$ cat src/rtl/fp_fflags_commit_buffer.sv
// In-order commit buffer for FP exception flags: entries are allocated at dispatch,
// filled at writeback in any order, and OR-ed into the architectural fflags at commit.
module fp_fflags_commit_buffer #(
  parameter int DEPTH = 8,
  parameter int TAG_W = $clog2(DEPTH)
) (
  input  logic             clk,
  input  logic             rst,
  input  logic             alloc_valid,
  output logic             alloc_ready,
  output logic [TAG_W-1:0] alloc_tag,
  input  logic             wb_valid,
  input  logic [TAG_W-1:0] wb_tag,
  input  logic [4:0]       wb_fflags,
  input  logic             commit_valid,
  output logic             commit_ready,
  input  logic             flush,
  input  logic             csr_we,
  input  logic [4:0]       csr_wdata,
  output logic [4:0]       fflags,
  output logic [TAG_W:0]   count
);

  localparam logic [TAG_W:0] FULL_COUNT = (TAG_W+1)'(DEPTH);

  // Pointers carry an extra wrap bit so full and empty are distinguishable.
  logic [TAG_W:0]   head;
  logic [TAG_W:0]   tail;
  logic [TAG_W-1:0] head_idx;
  logic [TAG_W-1:0] tail_idx;

  logic [DEPTH-1:0] entry_valid;
  logic [DEPTH-1:0] entry_done;
  logic [4:0]       entry_flags [DEPTH];

  logic             alloc_fire;
  logic             commit_fire;
  logic             wb_fire;
  logic [4:0]       head_flags;

  assign head_idx   = head[TAG_W-1:0];
  assign tail_idx   = tail[TAG_W-1:0];
  assign count      = tail - head;
  assign alloc_tag  = tail_idx;
  assign head_flags = entry_flags[head_idx];

  // Handshakes: a transfer happens on a clock edge where valid and ready are both
  // high; ready never depends on the matching valid, and a requester holds valid
  // until it sees ready. alloc and commit follow this; wb is fire-and-forget.
  assign alloc_ready  = (count != FULL_COUNT) && !flush;
  assign commit_ready = entry_valid[head_idx] && entry_done[head_idx];

  assign alloc_fire  = alloc_valid && alloc_ready;
  assign commit_fire = commit_valid && commit_ready;
  assign wb_fire     = wb_valid && entry_valid[wb_tag] && !flush;

  always_ff @(posedge clk or posedge rst) begin
    if (rst) begin
      head <= '0;
      tail <= '0;
    end else begin
      if (commit_fire) begin
        head <= head + 1'b1;
      end
      // Flush drops everything younger than the (possibly just-advanced) head.
      if (flush) begin
        tail <= commit_fire ? head + 1'b1 : head;
      end else if (alloc_fire) begin
        tail <= tail + 1'b1;
      end
    end
  end

  // Later assignments win: commit clears after writeback, alloc overrides both.
  always_ff @(posedge clk or posedge rst) begin
    if (rst) begin
      entry_valid <= '0;
      entry_done  <= '0;
      for (int i = 0; i < DEPTH; i++) begin
        entry_flags[i] <= '0;
      end
    end else if (flush) begin
      entry_valid <= '0;
      entry_done  <= '0;
    end else begin
      if (wb_fire) begin
        entry_done[wb_tag]  <= 1'b1;
        entry_flags[wb_tag] <= wb_fflags;
      end
      if (commit_fire) begin
        entry_valid[head_idx] <= 1'b0;
        entry_done[head_idx]  <= 1'b0;
      end
      if (alloc_fire) begin
        entry_valid[tail_idx] <= 1'b1;
        entry_done[tail_idx]  <= 1'b0;
        entry_flags[tail_idx] <= '0;
      end
    end
  end

  // A CSR write in the same cycle as a commit is older, so the committed flags land on top.
  always_ff @(posedge clk or posedge rst) begin
    if (rst) begin
      fflags <= '0;
    end else if (csr_we) begin
      fflags <= csr_wdata | (commit_fire ? head_flags : 5'b0);
    end else if (commit_fire) begin
      fflags <= fflags | head_flags;
    end
  end

endmodule

$ cat config.mk
export PLATFORM = sky130hd
export DESIGN_NAME = fp_fflags_commit_buffer
export DESIGN_NICKNAME = d
export VERILOG_FILES = /design/src/rtl/fp_fflags_commit_buffer.sv
export SDC_FILE = /design/constraint.sdc
export NUM_CORES = 1
export LEC_CHECK = 0
export ABC_AREA = 1
export BUFFER_PORTS_ARGS = -buffer_cell sky130_fd_sc_hd__buf_4
export CAP_MARGIN = 20
export CORE_MARGIN = 2
export CORE_UTILIZATION = 55
export CTS_CLUSTER_SIZE = 16
export DETAILED_ROUTE_END_ITERATION = 16
export PLACE_DENSITY = 0.81
export RECOVER_POWER = 25
export SYNTH_ARGS = -nofsm -noshare
export SYNTH_HDL_FRONTEND = slang
export SYNTH_SLANG_ARGS = --single-unit
$ cat constraint.sdc
create_clock -name clk -period 2.55 [get_ports clk]
set_clock_uncertainty 0.05 [all_clocks]
set_input_delay 0.51 -clock clk [delete_from_list [all_inputs] [get_ports clk]]
set_output_delay 0.51 -clock clk [all_outputs]
set_load 0.03 [all_outputs]
# After elaboration in Yosys (flattened, before gate mapping)
# Index checks and enable logic that the tools add are counted.
[classes]
multipliers = 0
div = 0
add_sub_neg = 3
n_mux = 39
eq_ne = 1
n_reduce_logical = 14
order_cmp = 11
bitwise = 14
shifts = 0
[op_table]
columns = ["operator", "n"]
rows = [
  ["two-way mux 40 bit", 3],
  ["two-way mux 8 bit", 10],
  ["AND 40 bit", 1],
  ["bitwise mux 40 bit", 1],
  ["NOT 40 bit", 1],
  ["two-way mux 5 bit", 7],
  ["demux 5 bit (select 3 bit)", 2],
  ["AND 8 bit", 3],
  ["NOT 8 bit", 2],
  ["OR 8 bit", 2],
  ["binary-select mux 5 bit (select 3 bit)", 1],
  ["greater-or-equal comparator 4 bit (second input constant)", 3],
  ["less-than comparator 3 x 4 -> 1 bit (second input constant)", 3],
  ["two-way mux 4 bit", 3],
  ["NOT 3 -> 4 bit", 3],
  ["logical AND 1 bit", 11],
  ["OR 5 bit", 2],
  ["binary-select mux 1 bit (select 3 bit)", 3],
  ["demux 1 bit (select 3 bit)", 3],
  ["greater-or-equal comparator 3 x 1 -> 1 bit (second input constant)", 3],
  ["adder 4 x 1 -> 4 bit (second input constant)", 2],
  ["less-than comparator 4 x 1 -> 1 bit (second input constant)", 2],
  ["two-way mux 1 bit", 6],
  ["!= test 4 bit (second input constant)", 1],
  ["3 further kinds", 4],
]
[word_totals]
output_inout_bits = 14
latchBits = 0
memories = 0
rom_bits = 0
wordCells = 95
in_bits = 20
ff_bits = 69
ramBits = 0

# Logic depth before layout (Yosys ltp)
[depth]
depth_word = 13
mapped_depth = 13
mapped_depth_nobuf = 12

# Worst setup path after synthesis
# Ideal clock, no wire load.
[synth_timing]
kind = "register to register"
from = "register tail[0]"
to = "register entry_flags[10] in the netlist's numbering"
synth_period_minus_slack_ns = 2.752
stages_incl_launch_ff = 13
setup_time_ns = 0.064
required_ns = 2.436
path_buffers = 2
arrival_ns = 2.638
path_slack_ns = -0.202
path_cell_list = "dfrtp_1 clkinv_1 ha_1 inv_1 fa_1 or2_0 nor2_1 nand3_1 nand3_1 buf_2 clkbuf_1 o21ai_0 inv_1"
[synth_between]
elab_cells_between_ends = 13
cone_classes = "1 x add/sub; 2 x order compare; 1 x eq/ne; 3 x mux; 3 x bitwise; 3 x reduce/logical"
[synth_lines]
columns = ["element", "line", "text"]
rows = [
  ["from (decl)", "28", "logic [TAG_W:0] tail;"],
  ["from (signal assigned)", "67", "tail <= commit_fire ? head + 1'b1 : head;"],
  ["from (signal assigned)", "69", "tail <= tail + 1'b1;"],
  ["subtractor 4 bit", "43", "assign count = tail - head;"],
  ["via count[1]", "21", "output logic [TAG_W:0] count"],
  ["!= test 4 bit", "50", "assign alloc_ready = (count != FULL_COUNT) && !flush;"],
  ["logical AND 1 bit", "50", ""],
  ["logical AND 1 bit", "53", "assign alloc_fire = alloc_valid && alloc_ready;"],
  ["two-way mux 40 bit", "94", "if (alloc_fire) begin"],
  ["to (signal, indexed assignment)", "88", "entry_flags[wb_tag] <= wb_fflags;"],
  ["to (decl)", "34", "logic [4:0] entry_flags [DEPTH];"],
]
# The timed path passes the listed nets, and every way through them passes these cells.
# A chain may end at the register's enable or synchronous reset.

# Final worst setup path
[layout_timing]
from = "register tail[0]"
to = "output port alloc_ready"
[layout_between]
elab_chain_cells = 3
[layout_lines]
columns = ["element", "line", "text"]
rows = [
  ["subtractor 4 bit", "43", ""],
  ["!= test 4 bit", "50", ""],
  ["logical AND 1 bit", "50", ""],
  ["to (decl)", "10", "output logic alloc_ready,"],
]
# Every way passes these cells.

==> flow_metrics.tcl <==
set metrics [dict create \
    worstPathArrival_ns 2.13 \
    clkSinkCount 69 \
    crit_buf_inv 4 \
    yosysMostFrequentCell "nand2_1" \
    path_delay_family "adder cells" \
    yosysUniqueCellTypes 32 \
    grt_max_degree 70 \
    grt-ovfl-total 0 \
    max_slew.worst_pin.slew_ns 1.791 \
    core-area_mm2 0.008175 \
    finalWirelength_mm 12.97 \
    r2r_slack_ns 0.13 \
    diodes 0 \
    grt_pass1_vias 4187 \
    place_area_mm2 0.004994 \
    cts_tree "built" \
    ys_ff_latch 69 \
    ioPinCount 34 \
    htreeDepth 3 \
    slew_violations 70 \
    drive_above_1_share_pct 11.85 \
    antenna_found_initial 0 \
    rsz0062_at_grt "true" \
    drc_errors 0 \
    end_kind "output port" \
    cp_data_required_time_ns 1.99 \
    hp-class "input port to register" \
    maxCapViolCount 1 \
    outcome "finished with violations" \
    cpPeakStageDelay_ns 0.43 \
    fin_hold_ws_ns 0.3287 \
    design_power_total_mw 3.799 \
    fillers 708 \
    worstPathCellList "clkinv_2 > ha_2 > inv_2 > fa_2 > or2_0 > nor2_1 > nand3_2 > nand2_1 > inv_1 > buf_6" \
    port_buffers 33 \
    reg2regPathDepth 14 \
    numCtsBuffers 9 \
    r2r_end "tail[0]" \
    vdd_drop_max_uv 417.2 \
    gp_congestion 0.9243 \
    vias_per_cell 5.722 \
    ys_async_sr_fraction_pct 100.0 \
    die_w_um 95.75 \
    final.setup.worst_slack_ns -0.1430 \
    synth_top_cell_by_area "dfrtp_1" \
    critPathKind "register to output port" \
    maxSlewHeadroom_pct -19.37 \
    synth_top_area_share_pct 37.30 \
    drtPass1Iterations 6 \
    syn_inst 679 \
    syn_area_mm2 0.004629 \
    nets 731 \
    antenna_left 0 \
    synth_area_leaders "dfrtp_1 (37%), nand2_1 (16%), o21ai_0 (12%)" \
    fmax_mhz 371.3 \
    yosysWarningCount 0 \
    grt_usage_pct 29.50 \
    min_delay_path_depth 3 \
    fin_area_mm2 0.005256 \
    die-height_um 95.75 \
    cp_max_fo 2 \
    r2r_start "tail[0]" \
    synth_common_cells "nand2_1 (199), o21ai_0 (111), inv_1 (93), dfrtp_1 (69), nand3_1 (55)" \
    die_area_mm2 0.009167 \
    fin_crit_ns 2.693 \
    syn_to_final_growth_pct 13.54 \
    ys_seq_area_share_pct 37.30 \
    grt_pass1_wl_mm 20.55 \
    avgSynthCellArea_um2 6.818 \
    setup_violations 1 \
    hold_start "csr_wdata[3]" \
    syn_nets 705 \
    drt_iter0_markers 293 \
    clk-insertion-delay-late_ns 0.35 \
    hold_viol 0 \
    wl_per_cell_um 15.93 \
    start_kind "register" \
    finalCritPeriodShare_pct 105.6 \
    p_leak_nw 2.950 \
    path_clk_slew_ns 0.08 \
    cts_buffer_depth 2 \
    core.rowCount 33 \
    dp_hpwl_mm 8.897 \
    vias 4658 \
    synth_ff_type "dfrtp_1" \
    start_util_pct 56.63 \
    power_density_mw_per_mm2 722.8 \
    violations "max-capacitance violations, max-slew violations, negative setup slack" \
    crit_slowest_cell "fa_2" \
    synth_edf_count 0 \
    min_to "fflags[3]" \
    clock-root-buffer "clkbuf_8" \
]
layer usage:
layer | track usage [%] | vias up | part of all wire [%]
li1 | - | 2219 | -
met1 | 37.81 | 2154 | 40
met2 | 48.43 | 252 | 49
met3 | 7.126 | 33 | 9.5
met4 | 11.07 | 0 | 2.2
met5 | 0 | - | 0
metrics by stage:
stage	worst slack (ns)	util, %	cells	setup TNS (ns)
floorplan	-0.001191	-	679	-0.02383
CTS	-0.1013	64.20	812	-0.1013
finish	-0.1430	64.29	814	-0.1430
detailed placement	0.1313	61.08	796	0
global route	-0.2671	64.29	814	-0.3689
global placement	0.1394	61.08	796	0
placed cells by master, fill, tap and decap left out, drive strengths merged, types with 4 or more instances in the layout:
master	synthesis	final
clkbuf	13	11
nand4	11	11
mux2i	27	27
o21ai	112	112
xor2	4	4
buf	23	49
nor2	39	39
nand2	201	201
ha	5	5
nand3	56	56
inv	96	97
a21oi	10	10
dfrtp	69	69
how the worst max path moves through the flow:
stage,from,to,slack [ns],cells after the start
detailed placement,tail[0],alloc_ready,0.13,10
floorplan,tail[0],entry_flags[10],-0.001,12
global route,tail[0],alloc_ready,-0.27,10
finish,tail[0],alloc_ready,-0.14,10
global placement,tail[0],alloc_ready,0.14,10
CTS,tail[0],alloc_ready,-0.10,10
logic make-up (layout without fill, tap and decap cells):
group	Yosys count	after routing	share of synthesized area, %
flops	69	69	37.30
mux	27	27	5.838
buf+inv	134	164	11.78
compound gates	126	126	13.86
xor+xnor	5	5	0.9459
simple gates	312	312	28.49
fa+ha+maj	6	6	1.784
flip-flops by register name, summed over array words and instances (netlist names):
register / cells
head: 4
entry_flags: 40
tail: 4
fflags: 5
entry_valid: 8
entry_done: 8
area by class of cell:
type	instances	area, µm²	share of cell area (%)
multi-input combinational	476	2379	45.25
clock inverter	6	111.4	2.119
inverter	98	369.1	7.022
clock buffer	9	123.9	2.357
sequential	69	1729	32.90
tap	105	131.4	2.499
timing repair buffer	51	412.9	7.855
worst reg2reg max path: stages, from the launching register on:
cell      delay, ns
dfrtp_2        0.37
clkinv_2       0.06
ha_2           0.18
inv_2          0.06
fa_2           0.43
or2_0          0.21
nor2_1         0.12
nand3_2        0.10
buf_4          0.15
nand3_1        0.16
buf_12         0.23
nand2_1        0.07
nand2_1        0.06
nand2_1        0.06
nand2_1        0.06
timing repair:
item                       4_1_cts  5_1_grt
pin swaps                        4        0
setup endpoints to repair        2        4
gates resized for setup          5        2
setup buffers                    1        2
hold buffers                     0        0
report_power, final:
| group | leakage [nW] | internal (mW) | switching [mW] |
|---|---|---|---|
| combinational | 1.90 | 0.473 | 0.996 |
| sequential | 0.932 | 1.18 | 0.0641 |
| clock | 0.116 | 0.646 | 0.439 |
No activity file was read; power rests on OpenSTA's default activity.
